### src/rtl/ex_muldiv_unit.sv
`default_nettype none
// +----------------------------------------------------------------------------+
// | Module      : ex_muldiv_unit                                               |
// | Description : Multi-cycle multiply / multiply-accumulate / divide unit     |
// |               that sits beside the execute stage. It returns a 2*WIDTH     |
// |               {hi, lo} result for the HI/LO write path. For DIV/DIVU,      |
// |               hi holds the remainder and lo holds the quotient.            |
// |               The optional macro MULDIV_DIV_ZERO_FLAG_EN adds the          |
// |               div_zero_o output.                                           |
// | Revision    : 1.0 - initial release                                        |
// +----------------------------------------------------------------------------+
module ex_muldiv_unit #(
    parameter int WIDTH      = 32,
    parameter int MUL_CYCLES = 2
) (
    input  logic                 clk,
    input  logic                 rst,
    input  logic                 start_i,
    input  logic                 annul_i,
    input  logic [2:0]           op_i,
    input  logic [WIDTH-1:0]     opdata1_i,
    input  logic [WIDTH-1:0]     opdata2_i,
    input  logic [2*WIDTH-1:0]   hilo_i,
    output logic [2*WIDTH-1:0]   result_o,
    output logic                 ready_o,
    output logic                 busy_o
`ifdef MULDIV_DIV_ZERO_FLAG_EN
    ,
    output logic                 div_zero_o
`endif
);

    localparam int CNT_W = (WIDTH > 8) ? $clog2(WIDTH) : 3;

    localparam logic [2:0] c_st_idle = 3'd0;
    localparam logic [2:0] c_st_mul  = 3'd1;
    localparam logic [2:0] c_st_acc  = 3'd2;
    localparam logic [2:0] c_st_div  = 3'd3;
    localparam logic [2:0] c_st_done = 3'd4;

    // The MUL state lasts MUL_CYCLES-1 cycles; with a single-cycle multiply it is skipped
    localparam bit               c_mul_multi    = (MUL_CYCLES > 1);
    localparam logic [CNT_W-1:0] c_mul_cnt_init = CNT_W'((MUL_CYCLES > 1) ? (MUL_CYCLES - 2) : 0);
    localparam logic [CNT_W-1:0] c_div_cnt_init = CNT_W'(WIDTH - 1);

    logic [2:0]           r_state;
    logic [2:0]           w_next;
    logic [2:0]           r_op;
    logic [WIDTH-1:0]     r_a;
    logic [WIDTH-1:0]     r_b;
    logic [2*WIDTH-1:0]   r_hilo;
    logic [2*WIDTH-1:0]   r_work;
    logic [WIDTH-1:0]     r_rem;
    logic [WIDTH-1:0]     r_quo;
    logic [CNT_W-1:0]     r_cnt;
    logic                 r_dz;
    logic                 r_dz_flag;

    // Two's-complement magnitude when the operand is treated as signed
    function automatic logic [WIDTH-1:0] f_abs(input logic sgn, input logic [WIDTH-1:0] x);
        return (sgn && x[WIDTH-1]) ? (~x + 1'b1) : x;
    endfunction

    // Decode of the incoming request and of the captured operation
    logic w_in_div, w_in_acc, w_in_dz, w_accept;
    logic w_is_div, w_is_acc, w_is_sub, w_signed;
    assign w_in_div = op_i[2] & op_i[1];
    assign w_in_acc = op_i[2] ^ op_i[1];
    assign w_in_dz  = w_in_div && (opdata2_i == '0);
    assign w_accept = (r_state == c_st_idle) && start_i && !annul_i;
    assign w_is_div = r_op[2] & r_op[1];
    assign w_is_acc = r_op[2] ^ r_op[1];
    assign w_is_sub = r_op[2] & ~r_op[1];
    assign w_signed = ~r_op[0];

    // Sign-magnitude multiply on the captured operands; held stable for the whole op
    logic [WIDTH-1:0]   w_mag_a, w_mag_b;
    logic [2*WIDTH-1:0] w_prod_mag, w_prod;
    logic               w_neg_q, w_neg_r;
    assign w_mag_a    = f_abs(w_signed, r_a);
    assign w_mag_b    = f_abs(w_signed, r_b);
    assign w_prod_mag = (2*WIDTH)'(w_mag_a) * (2*WIDTH)'(w_mag_b);
    assign w_neg_q    = w_signed && (r_a[WIDTH-1] ^ r_b[WIDTH-1]);
    assign w_neg_r    = w_signed && r_a[WIDTH-1];
    assign w_prod     = w_neg_q ? (~w_prod_mag + 1'b1) : w_prod_mag;

    // One restoring-division step: shift in the next dividend bit and trial-subtract
    logic [WIDTH+1:0] w_shift, w_trial;
    assign w_shift = {1'b0, r_rem, r_quo[WIDTH-1]};
    assign w_trial = w_shift - {2'b00, w_mag_b};

    // Final {hi, lo} formed in the DONE cycle, including the divide sign fix
    logic [2*WIDTH-1:0] w_final;
    always_comb begin
        w_final = w_prod;
        if (r_dz) begin
            w_final = {r_a, {WIDTH{1'b1}}};
        end else if (w_is_div) begin
            w_final = {(w_neg_r ? (~r_rem + 1'b1) : r_rem),
                       (w_neg_q ? (~r_quo + 1'b1) : r_quo)};
        end else if (w_is_acc) begin
            w_final = r_work;
        end
    end

    assign busy_o = (r_state == c_st_mul) || (r_state == c_st_acc) || (r_state == c_st_div);
`ifdef MULDIV_DIV_ZERO_FLAG_EN
    assign div_zero_o = r_dz_flag;
`endif

    // State register
    always_ff @(posedge clk or posedge rst) begin
        if (rst) r_state <= c_st_idle;
        else     r_state <= w_next;
    end

    // Next-state logic; a flush always wins and returns to IDLE
    always_comb begin
        w_next = r_state;
        case (r_state)
            c_st_idle: begin
                if (w_accept) begin
                    if (w_in_div)         w_next = w_in_dz ? c_st_done : c_st_div;
                    else if (c_mul_multi) w_next = c_st_mul;
                    else                  w_next = w_in_acc ? c_st_acc : c_st_done;
                end
            end
            c_st_mul:  if (r_cnt == '0) w_next = w_is_acc ? c_st_acc : c_st_done;
            c_st_acc:  w_next = c_st_done;
            c_st_div:  if (r_cnt == '0) w_next = c_st_done;
            c_st_done: w_next = c_st_idle;
            default:   w_next = c_st_idle;
        endcase
        if (annul_i) w_next = c_st_idle;
    end

    // Operand capture, iteration datapath and result/ready registers
    always_ff @(posedge clk or posedge rst) begin
        if (rst) begin
            r_op      <= '0;
            r_a       <= '0;
            r_b       <= '0;
            r_hilo    <= '0;
            r_work    <= '0;
            r_rem     <= '0;
            r_quo     <= '0;
            r_cnt     <= '0;
            r_dz      <= 1'b0;
            r_dz_flag <= 1'b0;
            result_o  <= '0;
            ready_o   <= 1'b0;
        end else begin
            ready_o   <= 1'b0;
            r_dz_flag <= 1'b0;
            if (w_accept) begin
                r_op   <= op_i;
                r_a    <= opdata1_i;
                r_b    <= opdata2_i;
                r_hilo <= hilo_i;
                r_dz   <= w_in_dz;
                r_rem  <= '0;
                r_quo  <= f_abs(~op_i[0], opdata1_i);
                r_cnt  <= w_in_div ? c_div_cnt_init : c_mul_cnt_init;
            end else begin
                case (r_state)
                    c_st_mul: begin
                        if (r_cnt != '0) r_cnt <= r_cnt - 1'b1;
                    end
                    c_st_acc: begin
                        r_work <= w_is_sub ? (r_hilo - w_prod) : (r_hilo + w_prod);
                    end
                    c_st_div: begin
                        if (!w_trial[WIDTH+1]) begin
                            r_rem <= w_trial[WIDTH-1:0];
                            r_quo <= {r_quo[WIDTH-2:0], 1'b1};
                        end else begin
                            r_rem <= w_shift[WIDTH-1:0];
                            r_quo <= {r_quo[WIDTH-2:0], 1'b0};
                        end
                        if (r_cnt != '0) r_cnt <= r_cnt - 1'b1;
                    end
                    c_st_done: begin
                        if (!annul_i) begin
                            result_o  <= w_final;
                            ready_o   <= 1'b1;
                            r_dz_flag <= r_dz;
                        end
                    end
                    default: ;
                endcase
            end
        end
    end

endmodule
`default_nettype wire

### config.mk
export PLATFORM = sky130hd
export DESIGN_NAME = ex_muldiv_unit
export DESIGN_NICKNAME = d
export VERILOG_FILES = /design/src/rtl/ex_muldiv_unit.sv
export SDC_FILE = /design/constraint.sdc
export NUM_CORES = 2
export LEC_CHECK = 0
export ABC_AREA = 0
export CAP_MARGIN = 20
export CORE_UTILIZATION = 59
export DETAILED_ROUTE_END_ITERATION = 8
export PLACE_DENSITY = 0.87
export SETUP_SLACK_MARGIN = 0.1
export SLEW_MARGIN = 20
export SYNTH_ARGS = -nofsm -noshare
export SYNTH_HDL_FRONTEND = slang
export SYNTH_SLANG_ARGS = --single-unit
### constraint.sdc
create_clock -name clk -period 13.5 [get_ports clk]
set_clock_uncertainty 0.1 [all_clocks]
set_input_delay 2.7 -clock clk [delete_from_list [all_inputs] [get_ports clk]]
set_output_delay 2.7 -clock clk [all_outputs]
set_load 0.05 [all_outputs]
==> results.tsv <==
stage	metric	value	unit
cells_and_area	layout net count	9286	
die	Die Ht	316.6	um
cts	CTS Buffer Depth	3	
synthesis	combinational family with the most area after synthesis	adder cells	
route	Routed wire per std cell	23.87	um
timing	final setup fails	1	
route	vias per cell	6.178	
synthesis	Yosys cell types	99	
timing	Hold Vio Cnt, Final	0	
synthesis	asr flop ratio synth	1.000	
critical_path	Critical Path Source	r_a[2]	
grt	number of global-route vias before repair	56570	
grt	first-pass GRT wire length	328500	um
synthesis	Netlist Area Pre-Place	58410	um2
die	die width	316.6	um
timing	setup ws final	-0.01462	ns
route	initial DRC count	6878	
cts	Clk pin slew, worst setup/hold paths	0.07	ns
cts	CTS Root Cell	clkbuf_16	
synthesis	Post-Syn Instances	7201	
die	io pins	201	
synthesis	synthesized area per cell	8.111	um2
cells_and_area	Finished Cell Area	69420	um2
synthesis	Compound-Gate Fraction of Synth Area	0.1226	
cells_and_area	Layout Utilization	0.7063	
timing	Min Clock Period, post-route	13.51	ns
placed_design	Post-DP Area	66750	um2
placed_design	port bufs	200	
cts	Clock Latency Late Sink	0.60	ns
synthesis	post-synthesis mux area share	0.004563	
synthesis	Post-synth top flop	dfrtp_1	
synthesis	synth warn	0	
critical_path	critical path fanouts, max	9	
cts	CTS buffer count	36	
synthesis	Post-Synth Simple-Gate Area	0.1939	
critical_path	critical path startpoint category	register	
die	DIE AREA	100300	um2
die	initial core utilization	0.5943	
route	DRC	0	
timing	Tcrit/Tclk final	1.001	
cells_and_area	fill count	7399	
grt	largest net degree at the start of global routing	164	
die	row count	115	
synthesis	Post-Synth Adder-Cell Area	0.3868	
timing	Fmax	73.99	MHz
synthesis	Post-synth EDFFs	0	
route	number of detailed-route iterations in the first pass	8	
cells_and_area	share of layout cells above drive strength 1	0.1411	
timing	fin. max-slew vios	0	
critical_path	crit path kind	reg2reg	
placed_design	Detail Placement HPWL	178600	um
run	max-cap violation count	0	
grt	initial antenna violation count	9	
route	WL final	219600	um
placed_design	Final Wtd Congestion	1.135	
synthesis	sequential share of the synthesized area	0.1427	
critical_path	worst endpoint required time	13.93	ns
critical_path	CP endpoint kind	register	
critical_path	CP max stage cell	fa_1	
cts	H-tree depth reported by CTS	2	
run_status	outcome	complete, but fails checks	
grt	overall global routing resource usage	0.4362	
cts	clock sink count	333	
synthesis	syn nets	8603	
critical_path	critical path arrival	13.94	ns
timing	worst-margin pin slew	1.219	ns
synthesis	number of synthesized register bits	333	
cells_and_area	most common cell after layout, fill and taps aside	nand2_1	
run_status	violated checks	setup timing	
grt	GR Overflow Total	0	
worst_hold_path	Hold Crit Class	reg2reg	
route	vias	56840	
cells_and_area	Final Instance Count excl. Fillers	9201	
worst_hold_path	HP Start	result_o[53]	
critical_path	most used cell, CP	fa_1	
cts	TritonCTS clock tree	built	
critical_path	r2r startpoint	r_a[2]	
timing	Max-slew headroom	0.1796	
placed_design	Cells after DPL	9077	
cts	quantity of hold-fixing buffers added after cts	0	
cells_and_area	Syn-to-layout area delta	18.85	%
timing	RSZ-0062 raised after global routing	yes	
cells_and_area	most frequent cells in the layout	1241 x nand2_1, 970 x inv_1, 884 x fa_1	
die	core area	98280	um2
critical_path	slowest stage delay, CP	0.60	ns
route	post-route ant nets	0	
synthesis	share of the synthesized netlist area taken by xor and xnor gates	0.06266	
[timing repair]
action,4_1_cts,5_1_grt
gates resized for setup,28,205
pin swaps,4,115
endpoints found under the setup margin,12,20
buffers inserted,3,53
[cells in the mapped netlist (all sizes together) (49+ instances only)]
library cell / count / area, um2
nand3: 72 / 360.4
a21o: 70 / 525.5
a31oi: 81 / 506.7
nand2: 1247 / 4681
a211oi: 73 / 553.0
a21oi: 398 / 1996
o21ai: 254 / 1271
nor3: 108 / 568.0
clkbuf: 328 / 1231
xor2: 217 / 1908
xnor2: 200 / 1752
dfrtp: 333 / 8333
and3: 49 / 306.5
fa: 898 / 17980
inv: 975 / 3660
nor2: 896 / 3366
ha: 369 / 4617
[final cells by class]
cell class              instances  area (um2)  share of cell area
multi-input cells            5525       46140              0.6646
repair buffers               1004        8411              0.1212
flip-flops and latches        333        8335              0.1201
inverters                     984        3704             0.05335
well taps                    1287        1610             0.02320
clock buffers                  45       984.7             0.01419
clock inverters                18       222.7            0.003208
diodes                          5       12.51           0.0001802
[through the flow]
stage,TNS [ns],hold WS (ns),worst slack [ns]
after CTS,0,0.3818,0.08045
after floorplan,0,0.3422,0.1194
after global routing,-0.5534,0.4027,-0.4015
after detailed placement,-1.684,0.3704,-0.5464
final,-0.01462,0.3768,-0.01462
after global placement,-0.4291,0.3549,-0.2861
[flip-flops by register name, indices dropped and copies added, names as in the netlist, 5 cells and up]
signal,cells
r_a,32
r_b,32
r_cnt,5
r_hilo,64
r_quo,32
r_rem,32
r_work,64
result_o,64
[metal layers]
| metal | global-route usage | up-vias | part of all wire |
|---|---|---|---|
| li1 | - | 24320 | - |
| met1 | 0.5512 | 27500 | 0.35 |
| met2 | 0.6640 | 4036 | 0.43 |
| met3 | 0.1215 | 974 | 0.13 |
| met4 | 0.2728 | 6 | 0.080 |
| met5 | 0 | - | 0.00018 |
[worst max-delay path: cells and delay by family (launching register included)]
| kind | cells | cell delay, ns |
|---|---|---|
| fa+ha+maj | 10 | 4.77 |
| simple gates | 20 | 3.29 |
| compound gates | 14 | 3.02 |
| buf+inv | 9 | 1.26 |
| xor+xnor | 2 | 0.46 |
| flops | 1 | 0.40 |
| mux | 1 | 0.10 |
[worst paths after layout]
| path | endpoint | cells after the start | slack, ns |
|---|---|---|---|
| hold reg to reg | result_o[53] | 2 | 0.38 |
| min in group asynchronous | result_o[47] | 2 | 2.60 |
| setup reg to reg | r_work[63] | 56 | -0.01 |
| hold / removal | result_o[53] | 2 | 0.38 |
| setup / recovery | r_work[63] | 56 | -0.01 |
| max in group asynchronous | r_hilo[44] | 3 | 9.20 |
[cells by family after synthesis]
family / after synthesis
AOI/OAI and AO/OA: 1151
muxes: 26
DFF: 333
adders and majority gates: 1267
and+or+nand+nor: 2664
buffers and inverters: 1343
xor gates and xnor gates: 417
Power is left out: the tool's default activity adds up to more than one toggle a clock period on the data nets, which glitch-free logic cannot reach.
